===== config.mk =====
export PLATFORM = sky130hd
export DESIGN_NAME = q_seq_ctrl
export DESIGN_NICKNAME = d
export VERILOG_FILES = /design/src/rtl/q_seq_ctrl.sv
export SDC_FILE = /design/constraint.sdc
export NUM_CORES = 1
export LEC_CHECK = 0
export BUFFER_PORTS_ARGS = -buffer_cell sky130_fd_sc_hd__buf_2
export CAP_MARGIN = 30
export CORE_ASPECT_RATIO = 1.5
export CORE_MARGIN = 1
export CORE_UTILIZATION = 56
export CTS_BUF_LIST = sky130_fd_sc_hd__clkbuf_8
export DETAILED_ROUTE_END_ITERATION = 10
export MAX_ROUTING_LAYER = met4
export PLACE_DENSITY = 0.81
export SLEW_MARGIN = 0
export SYNTH_ARGS = -nofsm -noshare
export SYNTH_HDL_FRONTEND = slang
export SYNTH_SLANG_ARGS = --single-unit

===== constraint.sdc =====
create_clock -name clk -period 2.64 [get_ports clk]
set_input_delay 0.132 -clock clk [delete_from_list [all_inputs] [get_ports clk]]
set_output_delay 0.132 -clock clk [all_outputs]
set_load 0.01 [all_outputs]

===== src/rtl/q_seq_ctrl.sv =====
// q_seq_ctrl: sequencer for one stabilizer-tableau gate update.
//
// A request (start in IDLE) captures two row masks and a rotate count. The sequencer loads Q and
// Q2 from P, streams every tableau row past the Q/Q2 multipliers (only rows whose mask bit is set
// are loaded), then rotates Q and Q2 left by the captured count and pulses done.
//
//   IDLE -> INIT (1) -> SCAN (num_qubit) -> ROTATE (r) -> DONE (1) -> IDLE
//
// Ports
//   clk           single clock, all logic on its rising edge
//   rst_new       synchronous active-high reset
//   start         request a sequence; only honoured in IDLE
//   mask_Q        row k multiplies into Q when bit k is set (captured at start)
//   mask_Q2       row k multiplies into Q2 when bit k is set (captured at start)
//   rotate_amt    left-rotate count for Q/Q2 after the scan (captured at start)
//   row_addr      tableau row read address; data returns one cycle later
//   row_rd_en     qualifies row_addr
//   ld_Q, ld_Q2   load strobes for the Q and Q2 registers
//   load_rotate_Q 0 = parallel load, 1 = rotate left by one
//   load_Q_mux    0 = load from P, 1 = load Q x row product
//   busy          high in every state except IDLE
//   done          one-cycle completion pulse
//
// Every output is a register whose next value is decoded from the next state, next counters and
// the (next) captured masks, so the outputs are glitch-free Moore outputs aligned with the state.

module q_seq_ctrl #(
  parameter int unsigned num_qubit = 4,
  parameter int unsigned RW        = (num_qubit > 1) ? $clog2(num_qubit) : 1,
  localparam int unsigned AW       = (num_qubit > 1) ? $clog2(num_qubit) : 1
) (
  input  logic                 clk,
  input  logic                 rst_new,
  input  logic                 start,
  input  logic [num_qubit-1:0] mask_Q,
  input  logic [num_qubit-1:0] mask_Q2,
  input  logic [RW-1:0]        rotate_amt,
  output logic [AW-1:0]        row_addr,
  output logic                 row_rd_en,
  output logic                 ld_Q,
  output logic                 ld_Q2,
  output logic                 load_rotate_Q,
  output logic                 load_Q_mux,
  output logic                 busy,
  output logic                 done
);

  // Scan index runs 1..num_qubit, so it needs one more value than a row address.
  localparam int unsigned CW = $clog2(num_qubit + 1);

  localparam logic [CW-1:0] KLast  = CW'(num_qubit);
  localparam logic [RW:0]   NqRot  = (RW + 1)'(num_qubit);

  typedef enum logic [2:0] {
    StIdle,
    StInit,
    StScan,
    StRotate,
    StDone
  } state_e;

  // ---------------------------------------------------------------------------------------------
  // State and captured request
  // ---------------------------------------------------------------------------------------------
  state_e                 state_q, state_d;
  logic [CW-1:0]          k_q, k_d;
  logic [RW-1:0]          rot_left_q, rot_left_d;
  logic [num_qubit-1:0]   mask_q_q, mask_q_d;
  logic [num_qubit-1:0]   mask_q2_q, mask_q2_d;

  // Registered outputs
  logic [AW-1:0]          row_addr_q, row_addr_d;
  logic                   row_rd_en_q, row_rd_en_d;
  logic                   ld_q_q, ld_q_d;
  logic                   ld_q2_q, ld_q2_d;
  logic                   load_rotate_q, load_rotate_d;
  logic                   load_mux_q, load_mux_d;
  logic                   busy_q, busy_d;
  logic                   done_q, done_d;

  // ---------------------------------------------------------------------------------------------
  // Rotate count reduction: a count of num_qubit or more wraps once (a full rotation is a no-op).
  // ---------------------------------------------------------------------------------------------
  logic [RW:0]   rot_ext;
  logic [RW-1:0] rot_reduced;

  always_comb begin
    rot_ext     = {1'b0, rotate_amt};
    rot_reduced = rotate_amt;
    if (rot_ext >= NqRot) begin
      rot_reduced = RW'(rot_ext - NqRot);
    end
  end

  // ---------------------------------------------------------------------------------------------
  // Next-state logic
  // ---------------------------------------------------------------------------------------------
  always_comb begin
    state_d    = state_q;
    k_d        = k_q;
    rot_left_d = rot_left_q;
    mask_q_d   = mask_q_q;
    mask_q2_d  = mask_q2_q;

    unique case (state_q)
      StIdle: begin
        if (start) begin
          state_d    = StInit;
          mask_q_d   = mask_Q;
          mask_q2_d  = mask_Q2;
          rot_left_d = rot_reduced;
          k_d        = '0;
        end
      end

      StInit: begin
        state_d = StScan;
        k_d     = CW'(1);
      end

      StScan: begin
        if (k_q == KLast) begin
          k_d     = '0;
          state_d = (rot_left_q == '0) ? StDone : StRotate;
        end else begin
          k_d = k_q + CW'(1);
        end
      end

      StRotate: begin
        // rot_left counts the rotate cycles still to issue, including the current one.
        rot_left_d = rot_left_q - RW'(1);
        if (rot_left_q == RW'(1)) begin
          state_d = StDone;
        end
      end

      StDone: begin
        // start is deliberately not looked at here; it must be seen again in IDLE.
        state_d = StIdle;
      end

      default: begin
        state_d = StIdle;
      end
    endcase
  end

  // ---------------------------------------------------------------------------------------------
  // Output decode from the next state, so the registered outputs line up with state_q.
  // ---------------------------------------------------------------------------------------------
  logic [AW-1:0] scan_bit;

  always_comb begin
    row_addr_d    = '0;
    row_rd_en_d   = 1'b0;
    ld_q_d        = 1'b0;
    ld_q2_d       = 1'b0;
    load_rotate_d = 1'b0;
    load_mux_d    = 1'b0;
    busy_d        = 1'b0;
    done_d        = 1'b0;
    // Scan cycle k uses mask bit k-1.
    scan_bit      = AW'(k_d - CW'(1));

    unique case (state_d)
      StIdle: begin
        busy_d = 1'b0;
      end

      StInit: begin
        busy_d      = 1'b1;
        ld_q_d      = 1'b1;
        ld_q2_d     = 1'b1;
        row_rd_en_d = 1'b1;
        row_addr_d  = '0;
      end

      StScan: begin
        busy_d     = 1'b1;
        load_mux_d = 1'b1;
        ld_q_d     = mask_q_d[scan_bit];
        ld_q2_d    = mask_q2_d[scan_bit];
        // Prefetch the next row; the last scan cycle only consumes data already in flight.
        if (k_d != KLast) begin
          row_rd_en_d = 1'b1;
          row_addr_d  = AW'(k_d);
        end
      end

      StRotate: begin
        busy_d        = 1'b1;
        ld_q_d        = 1'b1;
        ld_q2_d       = 1'b1;
        load_rotate_d = 1'b1;
      end

      StDone: begin
        busy_d = 1'b1;
        done_d = 1'b1;
      end

      default: begin
        busy_d = 1'b0;
      end
    endcase
  end

  // ---------------------------------------------------------------------------------------------
  // Registers
  // ---------------------------------------------------------------------------------------------
  always_ff @(posedge clk) begin
    if (rst_new) begin
      state_q       <= StIdle;
      k_q           <= '0;
      rot_left_q    <= '0;
      mask_q_q      <= '0;
      mask_q2_q     <= '0;
      row_addr_q    <= '0;
      row_rd_en_q   <= 1'b0;
      ld_q_q        <= 1'b0;
      ld_q2_q       <= 1'b0;
      load_rotate_q <= 1'b0;
      load_mux_q    <= 1'b0;
      busy_q        <= 1'b0;
      done_q        <= 1'b0;
    end else begin
      state_q       <= state_d;
      k_q           <= k_d;
      rot_left_q    <= rot_left_d;
      mask_q_q      <= mask_q_d;
      mask_q2_q     <= mask_q2_d;
      row_addr_q    <= row_addr_d;
      row_rd_en_q   <= row_rd_en_d;
      ld_q_q        <= ld_q_d;
      ld_q2_q       <= ld_q2_d;
      load_rotate_q <= load_rotate_d;
      load_mux_q    <= load_mux_d;
      busy_q        <= busy_d;
      done_q        <= done_d;
    end
  end

  assign row_addr      = row_addr_q;
  assign row_rd_en     = row_rd_en_q;
  assign ld_Q          = ld_q_q;
  assign ld_Q2         = ld_q2_q;
  assign load_rotate_Q = load_rotate_q;
  assign load_Q_mux    = load_mux_q;
  assign busy          = busy_q;
  assign done          = done_q;

endmodule

Yosys cells after proc, flatten, opt, wreduce, memory -nomap -nowiden --
Cells that the tools add are included.
Storage, ports and cells: bits in registers 25, bits of input ports 13, output and inout bits 9, word-level logic and storage cells 63
Cells by class: add/subtract/negate cells 3, order comparisons 1, eq/ne operators 11, muxes and demuxes 26, bitwise gates (word level) 2, reductions and logical operators 7
Operators by type and width (number):
- $mux W3 | 6
- $mux W4 | 4
- $eq A3 B2 Y1 const B | 4
- $pmux W3 S4 | 1
- $pmux W3 S3 | 1
- $mux W1 | 7
- $eq A3 B1 Y1 const B | 2
- $eq A3 B3 Y1 const B | 2
- $pmux W1 S2 | 3
- $bmux W1 S2 | 2
- $pmux W2 S2 | 1
- $reduce_or A4 Y1 | 1
- $sub A2 B1 Y2 const B | 2
- $add A3 B1 Y3 const B | 1
- $logic_not A3 Y1 | 1
- $lt A2 B3 Y1 const B | 1
- $ne A3 B3 Y1 const B | 1
- $reduce_or A3 Y1 | 1
- $eq A2 B1 Y1 const B | 1
- $logic_not A2 Y1 | 1
- $mux W2 | 1
- $ne A2 B2 Y1 const B | 1
- $not A1 Y1 | 2
- $reduce_and A2 Y1 | 1
- 2 further kinds | 2

Longest topological paths before layout --
Gate-level depths: netlist of run 1.
depth in word-level cells 7, gate-level depth with buffers 10, depth with buffers taken out 9

Worst setup path after synthesis of run 1 --
OpenSTA, ideal clock, no wires.
path type flip-flop to flip-flop, start reg k_q[0], end reg ld_q_q, in the netlist ld_Q, arrival 2.130 ns, setup slack 0.441 ns, cell stages (with the launch flop) 8, path through dfxtp_1 -> inv_1 -> ha_1 -> a2111oi_0 -> a311oi_1 -> ha_1 -> mux4_1 -> o21ai_1
On the way: cells in the longest elaborated chain, start to end 7
RTL lines:
- start: declaration | RTL line 66 | logic [CW-1:0] k_q, k_d;
- start signal: assignment | RTL line 229 | k_q <= k_d;
- $add A3 B1 Y3 or $eq A3 B3 Y1 (tied branches) | RTL line 126, 122
- $mux W3 | RTL line 122 | if (k_q == KLast) begin
- $pmux W3 S3 | RTL line 105 | unique case (state_q)
- $sub A2 B1 Y2 | RTL line 164 | scan_bit = AW'(k_d - CW'(1));
- $bmux W1 S2 | RTL line 182 | ld_q_d = mask_q_d[scan_bit];
- $mux W1 (implied by the code) | RTL line 182
- $pmux W1 S2 * | RTL line 166 | unique case (state_d)
- end signal: assignment | RTL line 235 | ld_q_q <= ld_q_d;
- end: declaration | RTL line 74 | logic ld_q_q, ld_q_d;
Mark *: on every way between the ends. The rest lies on a longest branch, timed or not. The select of a mux whose other input is x is not followed. A chain may end at the register's enable or synchronous reset.

Worst setup path in the final report of run 1 --
start reg state_q[0], end reg ld_q2_q, in the netlist ld_Q2
On the way: cells in the longest elaborated chain, start to end 6
RTL lines:
- start: declaration | RTL line 65 | state_e state_q, state_d;
- start signal: assignment | RTL line 214 | state_q <= StIdle;
- start signal: assignment | RTL line 228 | state_q <= state_d;
- $eq A3 B2 Y1, or another cell as far along | RTL line 105
- $pmux W3 S3 | RTL line 105
- $sub A2 B1 Y2 | RTL line 164
- $bmux W1 S2 | RTL line 183 | ld_q2_d = mask_q2_d[scan_bit];
- $mux W1 (implied by the code) | RTL line 183
- $pmux W1 S2 * | RTL line 166
- end signal: assignment | RTL line 236 | ld_q2_q <= ld_q2_d;
- end: declaration | RTL line 75 | logic ld_q2_q, ld_q2_d;
Marks and branches as above.

==> results of run 1 <==
-- power breakdown --
group	internal, mW	leakage (nW)	switching [mW]	total, mW
clock	0.104	0.0269	0.115	0.219
sequential	0.402	0.205	0.0177	0.420
combinational	0.0693	0.340	0.0732	0.142
-- layout make-up --
type / instances / area share
well taps: 21 / 0.02083
repair buffers: 23 / 0.09524
inverters: 9 / 0.02679
clock inverters: 1 / 0.002976
multi-input cells: 78 / 0.4246
flip-flops and latches: 25 / 0.3968
clock buffers: 3 / 0.03274
-- tightest hold or removal path, cell delays in order --
cell and delay, ns:
buf_2 0.07, mux2i_1 0.07, nor2_1 0.07
-- state kept, by name, indices dropped and copies added, names as in the netlist --
register	cells
state_q	3
row_addr	2
load_Q_mux	1
row_rd_en	1
mask_q2_q	4
rot_left_q	2
ld_Q	1
done	1
mask_q_q	4
load_rotate_Q	1
busy	1
k_q	3
ld_Q2	1
-- cell usage in the layout (no fill, tap or decap) --
cell type / n
a2111oi_0: 1
dfxtp_1: 25
ha_1: 5
o21ai_1: 2
buf_4: 2
a311oi_1: 2
o21ai_0: 2
nand3b_1: 1
nor4b_4: 1
buf_2: 21
a21o_1: 1
o21a_1: 1
clkbuf_8: 3
a32o_1: 1
a22oi_1: 1
and2_1: 1
or2_2: 1
inv_1: 10
nor3_1: 4
a21boi_0: 1
or3_1: 1
mux4_1: 2
nor4b_1: 1
nand2_1: 4
nor2_1: 26
a21oi_1: 5
nand2b_1: 1
a221oi_1: 1
a31oi_1: 1
nand3_1: 2
mux2i_1: 8
o22ai_1: 1
-- metrics by stage --
step / util / std cells / instance area (um^2) / hold WS [ns] / power [mW]
4_1_cts: 0.6802 / 160 / 1261 / 0.1118 / 0.7876
6_report: 0.6802 / 160 / 1261 / 0.1121 / 0.7810
5_1_grt: 0.6802 / 160 / 1261 / 0.1272 / 0.8189
2_1_floorplan: - / 118 / 1115 / 0.2913 / 0.5326
3_3_place_gp: 0.6559 / 156 / 1216 / 0.3877 / 0.5630
3_5_place_dp: 0.6559 / 156 / 1216 / 0.3914 / 0.5703
-- worst min path at each step --
| stage | from | to | slack, ns |
|---|---|---|---|
| 2_1_floorplan | mask_Q2[0] | mask_q2_q[0] | 0.29 |
| 4_1_cts | mask_Q[0] | mask_q_q[0] | 0.11 |
| 3_3_place_gp | mask_Q2[0] | mask_q2_q[0] | 0.39 |
| 5_1_grt | mask_Q[2] | mask_q_q[2] | 0.13 |
| 3_5_place_dp | mask_Q[0] | mask_q_q[0] | 0.39 |
| 6_report | mask_Q[0] | mask_q_q[0] | 0.11 |
-- layer usage --
metal / GRT usage / vias up / part of all wire
met5: - / - / 0
met4: 0.1429 / 0 / 0.029
met3: 0.04348 / 8 / 0.042
met2: 0.3923 / 32 / 0.52
met1: 0.2448 / 424 / 0.40
li1: - / 452 / -
-- logic make-up (layout without fill, tap and decap cells) --
| kind of cell | count (synthesis) | count (layout) | share of synthesized area |
|---|---|---|---|
| simple gates | 43 | 43 | 0.1863 |
| buf+inv | 15 | 36 | 0.07070 |
| fa+ha+maj | 5 | 5 | 0.05612 |
| flops | 25 | 25 | 0.4489 |
| compound gates | 20 | 20 | 0.1190 |
| mux | 10 | 10 | 0.1190 |
==> summary.md, run 1 <==
| Metric | Value |
|---|---|
| Status | finished clean |
| Routed WL per cell | 13.47 um |
| Slowest CP cell | mux4_1 |
| Fmax | 0.4061 GHz |
| R2R depth | 6 |
| Avg Vias per Cell | 5.725 |
| Place WS | 0.2304 ns |
| Yosys warnings | 0 |
| Area of the multi-input gates | 535.5 um^2 |
| Yosys top cell area share | 0.4489 |
| Register area | 500.5 um^2 |
| Die width | between 30 and 40 um |
| Crit path buf inv count | 0 |
| RSZ-0062 raised after global routing | false |
| Antenna viol nets, final | 0 |
| Reg2reg setup slack | 0.18 ns |
| Core Area | ~1900 um^2 |
| WS Path Type | register to register |
| Synthesized instance count | 118 |
| Die height | about 57 um |
| Max-Cap Viols | 0 |
| First-pass GRT wire length | between 3000 and 4000 um |
| Residual DRC count | 0 |
| Hold path depth | 3 |
| Cell family with most CP delay | compound AO/OA/AOI/OAI gates |
| Actual slew at the worst max-slew pin | 0.5903 ns |
| Syn nets | between 100 and 150 |
| Final period utilization | 0.9327 |
| Asr flop ratio synth | 0 |
| Min Tclk post-route | approximately 2.5 ns |
| Root buffer cell | clkbuf_8 |
| Worst setup path start | state_q[0] |
| Nature of the critical path endpoint | register |
| Antenna violations before repair | 0 |
| Initial Util | 0.6012 |
| # fillers | 152 |
| Drt first pass iters | 5 |
| Synth unique cells | 31 |
| Synthesis-to-layout area growth | 13.13% |
| Min-Delay Path Class | primary input to register |
| Routed vias | about 920 |
| Tot GR Track Use | 0.2363 |
| Ranking of synthesized cells by area | dfxtp_1 (45%), nor2_1 (8.8%), mux2i_1 (7.2%), ha_1 (5.6%), mux4_1 (4.7%) |
| Total grt overflow | 0 |
| TritonCTS Buffers | 3 |
| Final #Nets | between 150 and 200 |
| # rows | 19 |
| Post-Syn Area | 1115 um^2 |
| CTS H-tree lvls | 1 |
| Worst-path clk slew | approximately 0.080 ns |
| DR iter-0 viols | 22 |
| FF-to-FF End | ld_Q2 |
| Stages on the worst setup path | 6 |
| Fin. max-slew vios | 0 |
| Post-DP HPWL | approximately 1600 um |
| Peak fanout along the critical path | 16 |
| Max-slew headroom | 0.6059 |
| Register bit count reported by yosys | 25 |
| Worst R2R Start | state_q[0] |
| CP Launch Type | register |
| Fin Setup TNS | 0 ns |
| Ant diodes | 0 |
| Most common cell in the synthesized netlist | nor2_1 |
| Number of synthesized flops with an enable pin | 0 |
| IO buf count | 21 |
| CTS tree | yes |
| Max clock buf depth | 2 |
| Crit-path cells | nand2b_1, a2111oi_0, a311oi_1, ha_1, mux4_1, o21ai_1 |
| Largest net degree at the start of global routing | 20 |
| Die area | 2177 um^2 |
| CTS resizes | 0 |
| Post-synth top cells | nor2_1 (26), dfxtp_1 (25), inv_1 (9), mux2i_1 (8) |
| Placer Congestion | 0.9386 |
| Synth area leader | dfxtp_1 |
| PwrDens | 619.2 nW/um^2 |
| Vias in the first global route | 917 |
| Layout cell share with drive strength beyond 1 | 0.2014 |
| Syn_area_per_cell | 9.448 um^2 |
| IO Count | 22 |
| CTS Hold Bufs | 0 |
| CTS sink count | 25 |
| Slowest stage delay, CP | 0.55 ns |
| Hold Vio Cnt, Final | 0 |
| Post-synth top flop | dfxtp_1 |
| Lkg Pwr | 0.5714 nW |
| Setup-failing EPs final | 0 |
| WP data required | 2.84 ns |
| Worst IR Drop VDD | around 0.5 mV |
| Clock skew | 0.004456 ns |
| Critical Path AT | ~2.7 ns |
| Setup WS post-layout | 0.1776 ns |
| Seq/Total Area, Yosys | 0.4489 |
| Post-CTS setup repair buffer count | 0 |
| CP endpoint | ld_Q2 |
| Clk Latency, worst-skew pair | around 0.27 ns |
| Drt total wl | 2155 um |
No activity file was read; power rests on OpenSTA's default activity.
==> run 2: changes to the inputs <==
--- a/config.mk
+++ b/config.mk
@@ -5,6 +5,8 @@
 export SDC_FILE = /design/constraint.sdc
 export NUM_CORES = 1
 export LEC_CHECK = 0
+export ABC_AREA = 1
+export ABC_CLOCK_PERIOD_IN_PS = 2640
 export BUFFER_PORTS_ARGS = -buffer_cell sky130_fd_sc_hd__buf_2
 export CAP_MARGIN = 30
 export CORE_ASPECT_RATIO = 1.5
@@ -13,7 +15,7 @@
 export CTS_BUF_LIST = sky130_fd_sc_hd__clkbuf_8
 export DETAILED_ROUTE_END_ITERATION = 10
 export MAX_ROUTING_LAYER = met4
-export PLACE_DENSITY = 0.81
+export PLACE_DENSITY = 0.8
 export SLEW_MARGIN = 0
 export SYNTH_ARGS = -nofsm -noshare
 export SYNTH_HDL_FRONTEND = slang
==> summary.md, run 2 <==
| Metric | Value |
|---|---|
| Seq/Total Area, Yosys | 0.4264 |
| Synth unique cells | 24 |
| Routed vias | 1071 |
| # rows | 19 |
| CTS Hold Bufs | 0 |
| Final #Nets | 198 |
| Syn_area_per_cell | roughly 7.5 um^2 |
| Antenna viol nets, final | 0 |
| Synthesis-to-layout area growth | 13.65% |
| Most common cell after layout, fill and taps aside | nand2_1 |
| Syn nets | 175 |
| Hold Vio Cnt, Final | 0 |
| Register bit count reported by yosys | 25 |
| Final period utilization | 0.7728 |
| Root buffer cell | clkbuf_8 |
| Met2 GRT Util | 0.4310 |
| Ant diodes | 0 |
| Antenna violations before repair | 0 |
| Total power | about 0.88 mW |
| Fin Setup TNS | 0 ns |
| DR iter-0 viols | 34 |
| RSZ-0062 raised after global routing | false |
| Placer Congestion | 0.8191 |
| Slowest stage delay, CP | 0.39 ns |
| # fillers | 181 |
| Number of synthesized flops with an enable pin | 0 |
| Yosys warnings | 0 |
| WS Path Type | register to register |
| Die area | 2287 um^2 |
| Nature of the critical path endpoint | register |
| CTS H-tree lvls | 1 |
| Peak fanout along the critical path | 5 |
| Crit-path cells | inv_1, ha_1, nand2_1, nand2_1, nor2_1, nor2_2, nand2_2, inv_1, ha_1, inv_1, nand3_1, nand3_1, nand2_1 |
| Most common cell in the synthesized netlist | nand2_1 |
| CTS tree | yes |
| Drt total wl | 2449 um |
| Vias in the first global route | between 900 and 1000 |
| Worst IR Drop VDD | 0.4610 mV |
| Post-DP HPWL | 1710 um |
| Synth area leader | dfxtp_1 |
| Slowest CP cell | dfxtp_1 |
| Min Tclk post-route | 2.040 ns |
| Die height | 58.07 um |
| Worst-path clk slew | 0.09 ns |
| Clock skew | 0.005726 ns |
| Ranking of synthesized cells by area | dfxtp_1 (43%), nand2_1 (11%), inv_1 (6.7%), nand3_1 (5.5%), ha_1 (5.3%) |
| Most frequent cells in the layout | nand2_1 (34), dfxtp_1 (25), inv_1 (21), buf_2 (21), nand3_1 (13) |
| Most Used Layer, Global Route | met2 |
| PwrDens | 660.7 nW/um^2 |
| Max-slew headroom | 0.7677 |
| Post-Syn Area | 1174 um^2 |
| Initial Util | 0.6171 |
| Die width | a little under 40 um |
| Synthesized instance count | 157 |
| Min-Delay Path Class | primary input to register |
| IO Count | 22 |
| IO buf count | 21 |
| Routed WL per cell | 12.25 um |
| Yosys top cell area share | 0.4264 |
| Residual DRC count | 0 |
| Drt first pass iters | 4 |
| CTS sink count | 25 |
| Actual slew at the worst max-slew pin | around 0.35 ns |
| Fmax | 0.4902 GHz |
| First-pass GRT wire length | 3781 um |
| Largest regs | mask_q2_q (4), mask_q_q (4) |
| Max-Cap Viols | 0 |
| Largest net degree at the start of global routing | 19 |
| Avg Vias per Cell | 5.355 |
| Met1 Track Usage GR | 0.2458 |
| TritonCTS Buffers | 3 |
| Layout cell share with drive strength beyond 1 | 0.2346 |
| Post-synth top cells | nand2_1 (34), dfxtp_1 (25), inv_1 (21), nand3_1 (13) |
| Fin. max-slew vios | 0 |
| Asr flop ratio synth | 0 |
| CP Launch Type | register |
| WP data required | 2.82 ns |
| Post-synth top flop | dfxtp_1 |
| Post-CTS setup repair buffer count | 0 |
| Core Area | 1902 um^2 |
| Tot GR Track Use | 0.2463 |
| Met3 Use GR | 0.02299 |
| Total grt overflow | 0 |
| Clk Latency, worst-skew pair | 0.28 ns |
| Max clock buf depth | 2 |
| Status | finished clean |
| Critical Path AT | 2.22 ns |
| Setup-failing EPs final | 0 |
| CTS resizes | 0 |
| Lkg Pwr | 0.6686 nW |
| Final core utilization | 0.7013 |
run 2: cell type report:
type,instances,area (um^2),area share
multi-input combinational,105,563.0,0.4221
clock inverter,1,7.507,0.005629
timing repair buffer,21,105.1,0.07880
tap,21,26.28,0.01970
clock buffer,3,41.29,0.03096
sequential,25,500.5,0.3752
inverter,24,90.09,0.06754
run 2: path summary, 6_finish.rpt:
path	startpoint	to	slack, ns	cells past startpoint
hold / removal	mask_Q2[0]	mask_q2_q[0]	0.11	3
setup reg to reg	k_q[0]	ld_Q2	0.60	13
setup / recovery	k_q[0]	ld_Q2	0.60	13
hold reg to reg	mask_q_q[1]	mask_q_q[1]	0.48	2
run 2: report_power, final:
part | total [mW] | internal (mW) | switching, mW
clock | 0.240 | 0.107 | 0.133
sequential | 0.424 | 0.409 | 0.0147
combinational | 0.217 | 0.0773 | 0.140
run 2: per-stage QoR:
step                hold WS (ns)  setup slack, ns  cells  cell area (um^2)
floorplan                 0.2966           0.9120    157              1174
global placement          0.4088           0.7720    196              1285
detailed placement        0.4135           0.7013    196              1285
CTS                       0.1171           0.6462    200              1334
global route              0.1370           0.4959    200              1334
finish                    0.1140           0.5998    200              1334
run 2: cell families after synthesis:
family | after synthesis | synth area share
AND/OR/NAND/NOR | 78 | 0.3251
buffers and inverters | 27 | 0.09381
flip-flops | 25 | 0.4264
AO/OA/AOI/OAI | 21 | 0.09383
adder cells (fa/ha/maj) | 5 | 0.05330
XOR/XNOR | 1 | 0.007464
run 2: worst max-delay path, delay by kind of cell, from the launching register on:
kind          cells  cell delay, ns
flops             1            0.39
buf+inv           3            0.27
fa+ha+maj         2            0.55
simple gates      8            0.73
run 2: metal layers:
layer,up-vias,routed length [um]
met3,9,71
li1,542,-
met1,480,1001
met5,-,0
met4,0,83
met2,40,1292
==> run 3: changes to the inputs <==
--- a/config.mk
+++ b/config.mk
@@ -5,8 +5,8 @@
 export SDC_FILE = /design/constraint.sdc
 export NUM_CORES = 1
 export LEC_CHECK = 0
-export ABC_AREA = 1
-export ABC_CLOCK_PERIOD_IN_PS = 2640
+export ABC_AREA = 0
+export ABC_CLOCK_PERIOD_IN_PS = 2000
 export BUFFER_PORTS_ARGS = -buffer_cell sky130_fd_sc_hd__buf_2
 export CAP_MARGIN = 30
 export CORE_ASPECT_RATIO = 1.5
@@ -15,7 +15,7 @@
 export CTS_BUF_LIST = sky130_fd_sc_hd__clkbuf_8
 export DETAILED_ROUTE_END_ITERATION = 10
 export MAX_ROUTING_LAYER = met4
-export PLACE_DENSITY = 0.8
+export PLACE_DENSITY = 0.81
 export SLEW_MARGIN = 0
 export SYNTH_ARGS = -nofsm -noshare
 export SYNTH_HDL_FRONTEND = slang
==> constraint.sdc (replaced) <==
create_clock -name clk -period 2 [get_ports clk]
set_input_delay 0.1 -clock clk [delete_from_list [all_inputs] [get_ports clk]]
set_output_delay 0.1 -clock clk [all_outputs]
set_load 0.01 [all_outputs]
==> summary.md, run 3 (same netlist as run 1, synthesis figures left out) <==
| Metric | Value |
|---|---|
| Status | finished, violations left |
| Failing checks | setup timing |
| Avg Vias per Cell | between 5 and 6 |
| Max clock buf depth | 2 |
| Total grt overflow | 0 |
| Residual DRC count | 0 |
| WP data required | ~2.2 ns |
| CTS Hold Bufs | 0 |
| IO buf count | 21 |
| Peak fanout along the critical path | 6 |
| Final #Nets | 167 |
| CTS sink count | 25 |
| Min-Delay Path Class | primary input to register |
| # fillers | 135 |
| Final period utilization | 1.002 |
| Max-Cap Viols | 0 |
| WS Path Type | register to register |
| Setup WS post-layout | -0.004908 ns |
| Register area | 505.5 um^2 |
| Worst IR Drop VDD | 0.6690 mV |
| Max-slew headroom | 0.7594 |
| Lkg Pwr | 0.6255 nW |
| Layout cell share with drive strength beyond 1 | 0.3311 |
| DR iter-0 viols | 43 |
| RSZ-0062 raised after global routing | true |
| CP Launch Type | register |
| Area of the multi-input gates | 573.1 um^2 |
| Largest regs | mask_q2_q (4), mask_q_q (4) |
| Fin. max-slew vios | 0 |
| First-pass GRT wire length | 3981 um |
| Min Tclk post-route | 2.005 ns |
| Largest net degree at the start of global routing | 20 |
| Nature of the critical path endpoint | register |
| Root buffer cell | clkbuf_8 |
| CTS H-tree lvls | 1 |
| Core Area | 1854 um^2 |
| Clk Latency, worst-skew pair | 0.27 ns |
| Antenna viol nets, final | 0 |
| Tot GR Track Use | 0.2707 |
| TritonCTS Buffers | 3 |
| IO Count | 22 |
| Most common cell after layout, fill and taps aside | nor2_1 |
| Post-DP HPWL | 1787 um |
| Drt first pass iters | 4 |
| # rows | 19 |
| CTS tree | yes |
| Clock skew | a little under 0.003 ns |
| Hold WS | 0.08430 ns |
| Fmax | approximately 0.50 GHz |
| Die height | 56.65 um |
| Routed WL per cell | about 15 um |
| Drt total wl | between 2000 and 2500 um |
| Ant diodes | 0 |
| Antenna violations before repair | 0 |
| Die area | 2177 um^2 |
| Die width | ~38 um |
| Setup-failing EPs final | 2 |
| Worst-path clk slew | 0.08 ns |
| Fin Setup TNS | -0.008843 ns |
| Hold Vio Cnt, Final | 0 |
| Actual slew at the worst max-slew pin | 0.3559 ns |
| Initial Util | 0.6012 |
| Most frequent cells in the layout | nor2_1 (26), dfxtp_1 (21), buf_2 (21) |
| PwrDens | 780.8 nW/um^2 |
| Vias in the first global route | about 900 |
| Routed vias | 964 |
| Placer Congestion | between 0.9 and 1 |
| Place WS | -0.04686 ns |
| Synthesis-to-layout area growth | 24.13% |
| Critical Path AT | 2.21 ns |
[run 3: timing repair]
action,CTS,global route
setup buffers,1,0
gates resized for setup,3,0
pin swaps,2,1
endpoints found under the setup margin,2,2
[run 3: layer usage]
layer | track usage | vias to the layer above | share of wire
li1 | - | 463 | -
met1 | 0.2817 | 447 | 0.37
met2 | 0.4358 | 39 | 0.54
met3 | 0.04743 | 15 | 0.034
met4 | 0.1921 | 0 | 0.058
met5 | - | - | 0
[run 3: critical path: stages (launching register included)]
cell and delay (ns):
dfxtp_2 0.35, nand2b_4 0.16, a2111oi_4 0.36, a311oi_2 0.10
ha_1 0.36, mux4_2 0.50, o21ai_1 0.12
[run 3: layout make-up]
cell class	count	area share
Clock buffer	3	0.02984
Clock inverter	1	0.002712
Inverter	9	0.02441
Multi-Input combinational cell	78	0.4141
Sequential cell	25	0.3653
Tap cell	21	0.01899
Timing Repair Buffer	32	0.1447
[run 3: worst paths after layout]
| check | start | end | slack, ns | cells after the start |
|---|---|---|---|---|
| worst max-delay path | state_q[0] | ld_Q | -0.005 | 6 |
| worst min-delay path | mask_Q[3] | mask_q_q[3] | 0.08 | 3 |
| worst max register to register | state_q[0] | ld_Q | -0.005 | 6 |
| worst min register to register | mask_q_q[3] | mask_q_q[3] | 0.50 | 2 |
[run 3: metrics by stage]
stage	cells	utilization	total power, mW	cell area (um^2)
2_1_floorplan	118	-	0.7234	1155
3_3_place_gp	164	0.7166	0.7871	1329
3_5_place_dp	164	0.7166	0.7991	1329
4_1_cts	169	0.7463	1.084	1384
5_1_grt	169	0.7463	1.131	1384
6_report	169	0.7463	1.080	1384
[run 3: power breakdown]
| part | switching, mW | leakage (nW) | internal [mW] | total [mW] |
|---|---|---|---|---|
| logic | 0.124 | 0.392 | 0.124 | 0.247 |
| registers | 0.0162 | 0.207 | 0.532 | 0.548 |
| clock network | 0.148 | 0.0269 | 0.137 | 0.285 |
